**config.mk**
```make
export PLATFORM = sky130hd
export DESIGN_NAME = demux_1to4_32bit_buf
export DESIGN_NICKNAME = d
export VERILOG_FILES = /design/src/rtl/demux_pkg.sv /design/src/rtl/demux_chan_fifo.sv /design/src/rtl/demux_1to4_32bit_buf.sv
export SDC_FILE = /design/constraint.sdc
export NUM_CORES = 1
export LEC_CHECK = 0
export BUFFER_PORTS_ARGS = -buffer_cell sky130_fd_sc_hd__buf_4
export CORE_ASPECT_RATIO = 0.5
export CORE_UTILIZATION = 55
export CTS_CLUSTER_DIAMETER = 100
export CTS_CLUSTER_SIZE = 14
export DETAILED_ROUTE_END_ITERATION = 8
export PLACE_DENSITY = 0.78
export SYNTH_ARGS = -nofsm -noshare
export SYNTH_HDL_FRONTEND = slang
export SYNTH_SLANG_ARGS = --single-unit
```
**constraint.sdc**
```tcl
create_clock -name Clock -period 2.85 [get_ports Clock]
set_input_delay 0.1425 -clock Clock [delete_from_list [all_inputs] [get_ports Clock]]
set_output_delay 0.1425 -clock Clock [all_outputs]
set_load 0.02 [all_outputs]
```
**src/rtl/demux_pkg.sv**
```systemverilog
// Shared types and constants for the buffered 1-to-4 demultiplexer.
// Channel FIFO state encoding and the select-to-one-hot helper live here.
package demux_pkg;

  localparam int NUM_CHAN = 4;
  localparam int SEL_W    = 2;

  typedef enum logic [1:0] {
    EMPTY   = 2'd0,
    PARTIAL = 2'd1,
    FULL    = 2'd2
  } chan_state_t;

  function automatic logic [NUM_CHAN-1:0] sel_decode(input logic [SEL_W-1:0] sel);
    logic [NUM_CHAN-1:0] onehot;
    onehot      = '0;
    onehot[sel] = 1'b1;
    return onehot;
  endfunction

endpackage

```
**src/rtl/demux_chan_fifo.sv**
```systemverilog
// One output channel: small FIFO with occupancy counter and EMPTY/PARTIAL/FULL state.
// Pushes while FULL and pops while EMPTY are ignored, so callers may gate loosely.
module demux_chan_fifo
  import demux_pkg::*;
#(
  parameter int WIDTH = 32,
  parameter int DEPTH = 2
) (
  input  logic             clk,
  input  logic             rst_n,
  input  logic             push,
  input  logic [WIDTH-1:0] din,
  input  logic             pop,
  output logic [WIDTH-1:0] dout,
  output logic             valid,
  output logic             full
);

  localparam int PTR_W = $clog2(DEPTH);
  localparam int OCC_W = $clog2(DEPTH + 1);

  logic [WIDTH-1:0] mem_q [DEPTH];
  logic [PTR_W-1:0] rd_ptr_q, wr_ptr_q;
  logic [PTR_W-1:0] rd_ptr_d, wr_ptr_d;
  logic [OCC_W-1:0] occ_q, occ_d;
  chan_state_t      state_q;
  logic             do_push, do_pop;

  assign do_push = push & (state_q != FULL);
  assign do_pop  = pop  & (state_q != EMPTY);

  // NOTE: every variable gets a default at the top of always_comb, so no path leaves it unassigned and no latch is inferred.
  always_comb begin
    rd_ptr_d = rd_ptr_q;
    wr_ptr_d = wr_ptr_q;
    occ_d    = occ_q;
    // DEPTH is a power of two, so plain increment wraps modulo DEPTH.
    if (do_push) wr_ptr_d = wr_ptr_q + PTR_W'(1);
    if (do_pop)  rd_ptr_d = rd_ptr_q + PTR_W'(1);
    case ({do_push, do_pop})
      2'b10:   occ_d = occ_q + OCC_W'(1);
      2'b01:   occ_d = occ_q - OCC_W'(1);
      default: occ_d = occ_q;
    endcase
  end

  // NOTE: storage is not reset; state_q gates every read, so stale contents can never reach dout.
  always_ff @(posedge clk) begin
    if (do_push) mem_q[wr_ptr_q] <= din;
  end

  // NOTE: sequential state uses non-blocking assignments so all flops sample pre-edge values.
  always_ff @(posedge clk or negedge rst_n) begin
    if (!rst_n) begin
      rd_ptr_q <= '0;
      wr_ptr_q <= '0;
      occ_q    <= '0;
      state_q  <= EMPTY;
    end else begin
      rd_ptr_q <= rd_ptr_d;
      wr_ptr_q <= wr_ptr_d;
      occ_q    <= occ_d;
      case (state_q)
        EMPTY:   if (do_push) state_q <= PARTIAL;
        PARTIAL: begin
          if (occ_d == OCC_W'(DEPTH))  state_q <= FULL;
          else if (occ_d == '0)        state_q <= EMPTY;
        end
        FULL:    if (do_pop) state_q <= PARTIAL;
        default: state_q <= EMPTY;
      endcase
    end
  end

  assign valid = (state_q != EMPTY);
  assign full  = (state_q == FULL);
  assign dout  = valid ? mem_q[rd_ptr_q] : '0;

  a_occ_bound: assert property (@(posedge clk) disable iff (!rst_n) occ_q <= OCC_W'(DEPTH));
  a_state_occ: assert property (@(posedge clk) disable iff (!rst_n)
                                (state_q == EMPTY) == (occ_q == '0));

endmodule

```
**src/rtl/demux_1to4_32bit_buf.sv**
```systemverilog
// Buffered 1-to-4 demultiplexer: steers each accepted word to FIFO[Select].
// InReady depends only on Select and FIFO state, never on InValid or OutReady.
module demux_1to4_32bit_buf
  import demux_pkg::*;
#(
  parameter int WIDTH = 32,
  parameter int DEPTH = 2
) (
  input  logic                Clock,
  input  logic                Reset_n,
  input  logic [WIDTH-1:0]    In,
  input  logic [SEL_W-1:0]    Select,
  input  logic                InValid,
  output logic                InReady,
  output logic [WIDTH-1:0]    Out0,
  output logic [WIDTH-1:0]    Out1,
  output logic [WIDTH-1:0]    Out2,
  output logic [WIDTH-1:0]    Out3,
  output logic [NUM_CHAN-1:0] OutValid,
  input  logic [NUM_CHAN-1:0] OutReady,
  output logic                Busy
);

  logic [NUM_CHAN-1:0]            full;
  logic [NUM_CHAN-1:0]            push;
  logic [NUM_CHAN-1:0]            pop;
  logic [NUM_CHAN-1:0][WIDTH-1:0] dout;
  logic                           accept;

  assign InReady = ~full[Select];
  assign accept  = InValid & InReady;
  assign push    = accept ? sel_decode(Select) : '0;
  assign pop     = OutValid & OutReady;

  for (genvar g = 0; g < NUM_CHAN; g++) begin : g_chan
    demux_chan_fifo #(
      .WIDTH (WIDTH),
      .DEPTH (DEPTH)
    ) u_fifo (
      .clk   (Clock),
      .rst_n (Reset_n),
      .push  (push[g]),
      .din   (In),
      .pop   (pop[g]),
      .dout  (dout[g]),
      .valid (OutValid[g]),
      .full  (full[g])
    );
  end

  assign Out0 = dout[0];
  assign Out1 = dout[1];
  assign Out2 = dout[2];
  assign Out3 = dout[3];
  assign Busy = |OutValid;

  a_push_onehot: assert property (@(posedge Clock) disable iff (!Reset_n) $onehot0(push));

endmodule

```
======== Word level (Yosys, flattened, before mapping) ========
Memory sizes are Yosys's and may differ from the RTL's.
Cells that the tools add are included.
W data, S select, Z words.
operators by class
  add/subtract/negate cells ............... 16
  magnitude comparators ................... 2
  eq/ne operators ......................... 36
  muxes and demuxes ....................... 41
  bitwise gates (word level) .............. 11
  reductions and logical operators ........ 18
operators by type and width
  kind                   count
  $mux W32               4
  $mux W2                16
  $eq A2 B2 Y1 const B   12
  $pmux W2 S3            4
  $eq A2 B1 Y1 const B   8
  $logic_not A2 Y1       8
  $ne A2 B2 Y1 const B   8
  $pmux W2 S2            4
  $ne A3 B1 Y1 const B   4
  $reduce_and A3 Y1      4
  $mux W1                10
  $and A1 B1 Y1          9
  $add A1 B1 Y1 const B  8
  $add A2 B1 Y2 const B  4
  $ne A2 B1 Y1 const B   4
  $reduce_bool A2 Y1     4
  $sub A2 B1 Y2 const B  4
  $and A4 B4 Y4          1
  $mux W4                1
  $reduce_or A4 Y1       1
  $lt A2 B3 Y1 const B   1
  $bmux W1 S2            1
  $demux W1 S2           1
  $ge A2 B1 Y1 const B   1
  other kinds (2)        2
word-level totals
  register bits ........................... 24
  bits in writable memories ............... 256
  output and inout port bits .............. 134
  word-level logic and storage cells ...... 144
  memories ................................ 4
memory list
  memory                  words  bits a word  rd ports  clocked after memory_dff  write ports  RTL line               source
  g_chan[0].u_fifo.mem_q  2      32           1         0                         1            demux_chan_fifo.sv:22  logic [WIDTH-1:0] mem_q [DEPTH];
  g_chan[1].u_fifo.mem_q  2      32           1         0                         1            demux_chan_fifo.sv:22
  g_chan[2].u_fifo.mem_q  2      32           1         0                         1            demux_chan_fifo.sv:22
  g_chan[3].u_fifo.mem_q  2      32           1         0                         1            demux_chan_fifo.sv:22

======== Longest topological paths before layout ========
  depth after elaboration ................. 13
  gate-level depth with buffers ........... 8
  mapped depth without buffers ............ 8

======== Cells and area by module ========
Synthesis repeated with hierarchy kept, for this count alone.
unflattened totals
  cell total of the unflattened synthesis .. 675
  area, all modules ....................... 11034.3 µm²
modules (own cells, without submodules)
  module                                   times used  cells each  area an instance (µm²)  seq. area each (µm²)
  demux_chan_fifo at g_chan[1].u_fifo ...  2           165         2740.1                  2072.0
  demux_chan_fifo at g_chan[0].u_fifo      1           167         2733.9                  2072.0
  demux_chan_fifo at g_chan[3].u_fifo      1           166         2726.4                  2072.0
  demux_1to4_32bit_buf                     1           12          93.8                    0.0

======== Worst setup path after synthesis ========
Ideal clock, no wire load.
  kind .................................... reg2reg
  start ................................... register g_chan[3].u_fifo.state_q[0]
  end ..................................... memory g_chan[3].u_fifo.mem_q[0][0], enable pin
  setup time .............................. 421 ps
  data arrival time ....................... 2131 ps
  required time ........................... 2429 ps
  slack ................................... 298 ps
  cell stages (with the launch flop) ...... 4
  path buffers ............................ 0
  period minus slack after synthesis ...... 2552 ps
  path through ............................ dfrtp_1 nand2b_1 nand4_1 nor2_1
between the ends
  cells in the longest elaborated chain, start to end .. 9
  elaborated cells on any way between the ends .. 10
RTL lines
  what                               RTL line                    source
  start, declared                    demux_chan_fifo.sv:26       chan_state_t state_q;
  start signal, assigned             demux_chan_fifo.sv:58       state_q <= EMPTY;
  start signal, assigned             demux_chan_fifo.sv:64       EMPTY: if (do_push) state_q <= PARTIAL;
  start signal, assigned             demux_chan_fifo.sv:66       if (occ_d == OCC_W'(DEPTH)) state_q <= FULL;
  $eq A2 B2 Y1                       demux_chan_fifo.sv:76       assign full = (state_q == FULL);
  $bmux W1 S2                        demux_1to4_32bit_buf.sv:30  assign InReady = ~full[Select];
  $mux W1 (implied by the code)      demux_1to4_32bit_buf.sv:30
  $not A1 Y1                         demux_1to4_32bit_buf.sv:30
  $and A1 B1 Y1                      demux_1to4_32bit_buf.sv:31  assign accept = InValid & InReady;
  $mux W4                            demux_1to4_32bit_buf.sv:32  assign push = accept ? sel_decode(Select) : '0;
  $and A1 B1 Y1 (*)                  demux_chan_fifo.sv:29       assign do_push = push & (state_q != FULL);
  $mux W1 (*)                        demux_chan_fifo.sv:49       if (do_push) mem_q[wr_ptr_q] <= din;
  $mux W1 (implied by the code) (*)  demux_chan_fifo.sv:49
  end, declared                      demux_chan_fifo.sv:22
Every way passes the cells marked *; elsewhere a longest branch is shown, timed or not. The select of a mux whose other input is x is not followed.

======== Worst setup path after layout ========
  start ................................... register g_chan[2].u_fifo.rd_ptr_q
  end ..................................... output Out2[12]
between the ends
  cells in the longest elaborated chain, start to end .. 2
RTL lines
  what                    RTL line                    source
  start, declared         demux_chan_fifo.sv:23       logic [PTR_W-1:0] rd_ptr_q, wr_ptr_q;
  start signal, assigned  demux_chan_fifo.sv:60       rd_ptr_q <= rd_ptr_d;
  $mem_v2 Z2 W32          -
  $mux W32                demux_chan_fifo.sv:77       assign dout = valid ? mem_q[rd_ptr_q] : '0;
  end, declared           demux_1to4_32bit_buf.sv:17  output logic [WIDTH-1:0] Out2,
Every way passes these cells.

==> flow_summary_export.csv <==
group,metric,value,unit
grt,grt_overflow,0,
placement,gp_congestion,0.766,
floorplan,initial_core_util,57.7,%
floorplan,rows,35,
synthesis,syn_nets,710,
grt,grt_pass1_vias,6256,
synthesis,ys_ff_latch,280,
drt,ant_nets,0,
drt,viasPerCell,5.33,
placement,place_area,12600,um^2
worst_setup_path,max_stage_delay,1.04,ns
power_and_ir_drop,ir_drop,0.568,mV
worst_setup_path,endpoint,"Out2[12]",
worst_setup_path,crit_path_cell_trace,"mux2i_1, nor2_1, buf_4",
power_and_ir_drop,p_seq_share,40.0,%
synthesis,synth.avg_cell_area,16.4,um^2
timing,rsz0062_at_grt,"false",
cts,clockRootBuffer,"clkbuf_16",
synthesis,ys_seq_area_share,76.1,%
floorplan,design.core.area,18900,um^2
cts,clk_pin_slew,0.07,ns
power_and_ir_drop,power_density,991,nW/um^2
drt,routedWlPerCell,20.1,um
worst_setup_path,end_kind,"output pin",
timing,setup_viol_count_final,0,
cts,cts_hold_buf,37,
finish,drive_above_1_share,26.6,%
worst_setup_path,required,2.71,ns
flow_run,cap_violations,0,
synthesis,synth_area_leader_cell,"edfxtp_1",
cts,clockBufferDepth,3,
placement,pre_cts_ws,0.742,ns
floorplan,dieHeight,102,um
finish,fin_util,71.7,%
power_and_ir_drop,power_frac_clock,20.9,%
finish,num_antenna_cells,0,
grt,antenna_found_initial,0,
power_and_ir_drop,power.internal,8.54,mW
timing,hold_violations,0,
timing,post-route-period-util,81.7,%
finish,fin_nets,933,
grt,grt_start_max_net_pins,34,
power_and_ir_drop,p_sw,4.88,mW
grt,grt_pass1_wl,34900,um
timing,fmax,429,MHz
grt,top_usage_layer,"met2",
cts,clock-sinks,280,
cts,cts_tree,"done",
worst_setup_path,rr_endpoint,"g_chan[3].u_fifo.state_q[1]$_DFFE_PN0P_",
floorplan,die_w,201,um
drt,drt_wl_total,23200,um
power_and_ir_drop,p_comb_share,39.1,%
synthesis,synth_top_area_share,70.6,%
worst_setup_path,cp.arrival,2.19,ns
cts,cts_buffers,23,
worst_setup_path,r2r_cells,6,
synthesis,ys_warn_count,0,
worst_setup_path,timing.rr.start,"g_chan[3].u_fifo.state_q[0]$_DFFE_PN0P_",
worst_setup_path,crit_path_start_kind,"flop",
grt,use_met1,32.1,%
grt,met2_usage,38.2,%
synthesis,ys_top_cells_by_area,"edfxtp_1 71%, mux2i_1 12%, dfrtp_1 5.5%",
timing,relSlewSlack,30.6,%
timing,tightest_slew,1.04,ns
synthesis,yosys.cell_types.count,30,
floorplan,dieArea,20400,um^2
worst_setup_path,startpoint,"g_chan[2].u_fifo.rd_ptr_q$_DFFE_PN0P_",
cts,cts_resized,0,
worst_setup_path,reg2reg_slack,0.75,ns
drt,drt_iter0_drc,418,
worst_setup_path,criticalPathCategory,"reg -> out",
timing,slew_violations,0,
placement,io_buffers,174,
hold_path,hp-class,"in -> reg",
cts,insertion_delay,0.52,ns
cts,ctsHtreeMaxLevel,1,
drt,drcViolationCount,0,
timing,finalClockSkew,0.0190,ns
timing,whs,0.0435,ns
placement,hpwlAfterDp,14800,um
synthesis,synth_area,10900,um^2
timing,period_minus_slack,2.33,ns
worst_setup_path,crit_path_top_delay_cell,"dfrtp_2",
power_and_ir_drop,netSwitchingFraction,36.3,%
worst_setup_path,path_max_fanout,33,
drt,vias,6148,
floorplan,ios,175,
timing,tns,0,ns
finish,fin_area,13500,um^2
cts,cts_setup_buffers,0,
outcome,outcome,"complete, no violations",
timing,setup_slack,0.520,ns
finish,syn_to_final_growth,24.3,%
synthesis,synthesis.instances,665,
drt,dr.pass1.iters,5,
grt,track_usage,22.8,%
power_and_ir_drop,leakagePower,5.31,nW
grt,met3_usage,3.73,%
[worst min path at each step]
stage / depth (start not counted) / from / endpoint / slack [ns]
floorplan: 0 / Reset_n / g_chan[0].u_fifo.occ_q[0]$_DFF_PN0_ / -0.15
global placement: 1 / Reset_n / g_chan[0].u_fifo.occ_q[1]$_DFF_PN0_ / 0.06
detailed placement: 1 / Reset_n / g_chan[1].u_fifo.occ_q[1]$_DFF_PN0_ / 0.07
CTS: 3 / InValid / g_chan[1].u_fifo.wr_ptr_q$_DFFE_PN0P_ / 0.03
global route: 3 / InValid / g_chan[1].u_fifo.wr_ptr_q$_DFFE_PN0P_ / 0.05
finish: 3 / InValid / g_chan[1].u_fifo.wr_ptr_q$_DFFE_PN0P_ / 0.04
[worst max-delay path: cells and delay by family (launching register included)]
| family | cells | cell delay (ns) |
|---|---|---|
| DFF | 1 | 1.04 |
| and+or+nand+nor | 1 | 0.24 |
| muxes | 1 | 0.17 |
| buffers and inverters | 1 | 0.19 |
[state kept, by name, indices dropped and copies added, names as in the netlist]
signal / flops
g_chan.u_fifo.mem_q: 256
g_chan.u_fifo.occ_q: 8
g_chan.u_fifo.state_q: 8
g_chan.u_fifo.rd_ptr_q: 4
g_chan.u_fifo.wr_ptr_q: 4
[cell type report]
class                           count  area [um^2]
Timing Repair Buffer              230         1820
Inverter                            8         30.0
Tap cell                          259          324
Sequential cell                   280         8290
Multi-Input combinational cell    345         2460
Fill cell                        1193         5330
Clock buffer                       31          606
Clock inverter                      1         8.76
[metrics by stage]
stage | std cells | total power, mW
2_1_floorplan | 665 | 8.60
3_3_place_gp | 1085 | 10.6
3_5_place_dp | 1085 | 10.7
4_1_cts | 1154 | 13.5
5_1_grt | 1154 | 14.0
6_report | 1154 | 13.4
[layer usage]
metal,vias up,wire length (um)
met2,151,11400
met1,3112,10500
met3,29,1040
li1,2856,-
met4,0,321
met5,-,0
[synth_stat cells]
| cell | count |
|---|---|
| edfxtp_1 | 256 |
| and2_1 | 4 |
| nor2b_1 | 1 |
| mux4_2 | 1 |
| clkbuf_1 | 11 |
| mux2i_1 | 128 |
| xnor2_1 | 14 |
| nand4b_1 | 1 |
| nor2_1 | 146 |
| dfrtp_1 | 24 |
| a31oi_1 | 1 |
| nand3b_1 | 4 |
| a21oi_1 | 5 |
| xor2_1 | 8 |
| buf_4 | 16 |
| buf_2 | 5 |
| and3_1 | 1 |
| nand4b_4 | 1 |
| nor3_1 | 1 |
| a31o_2 | 2 |
| nor2_2 | 4 |
| o21a_1 | 1 |
| o2bb2ai_1 | 2 |
| ha_1 | 4 |
| nand2b_2 | 1 |
| o21ai_0 | 4 |
| nand4_1 | 2 |
| nand2b_1 | 5 |
| inv_1 | 8 |
| nand2_1 | 4 |
[cell families (layout without fill, tap and decap cells)]
family                     after synthesis  after routing  share of synthesized area [%]
DFF                                    280            280                           76.1
buffers and inverters                   40            270                           1.99
adders and majority gates                4              4                          0.460
AOI/OAI and AO/OA                       15             15                          0.862
and+or+nand+nor                        175            175                           6.85
muxes                                  129            129                           12.0
xor gates and xnor gates                22             22                           1.77
[power groups by stage]
stage                     sequential [mW]  combinational, mW  clock, mW
after floorplan                      5.18               3.42          0
after global placement               5.42               5.15          0
after detailed placement             5.45               5.22          0
after CTS                            5.37               5.28       2.83
after global routing                 5.42               5.57       2.99
final                                5.37               5.24       2.81
[placed cells by master, fill, tap and decap left out, types with 5 or more instances in the layout]
cell type      synthesis  final
edfxtp_1             256    256
buf_4                 16    193
nor2_1               146    139
clkbuf_16              0     23
dlygate4sd3_1          0     37
nand2b_1               5      5
mux2i_1              128    128
xor2_1                 8      8
dfrtp_1               24     20
nor2_4                 0     11
clkbuf_1              11      8
a21oi_1                5      5
inv_1                  8      8
xnor2_1               14     14
Power figures use the tool's default switching activity.
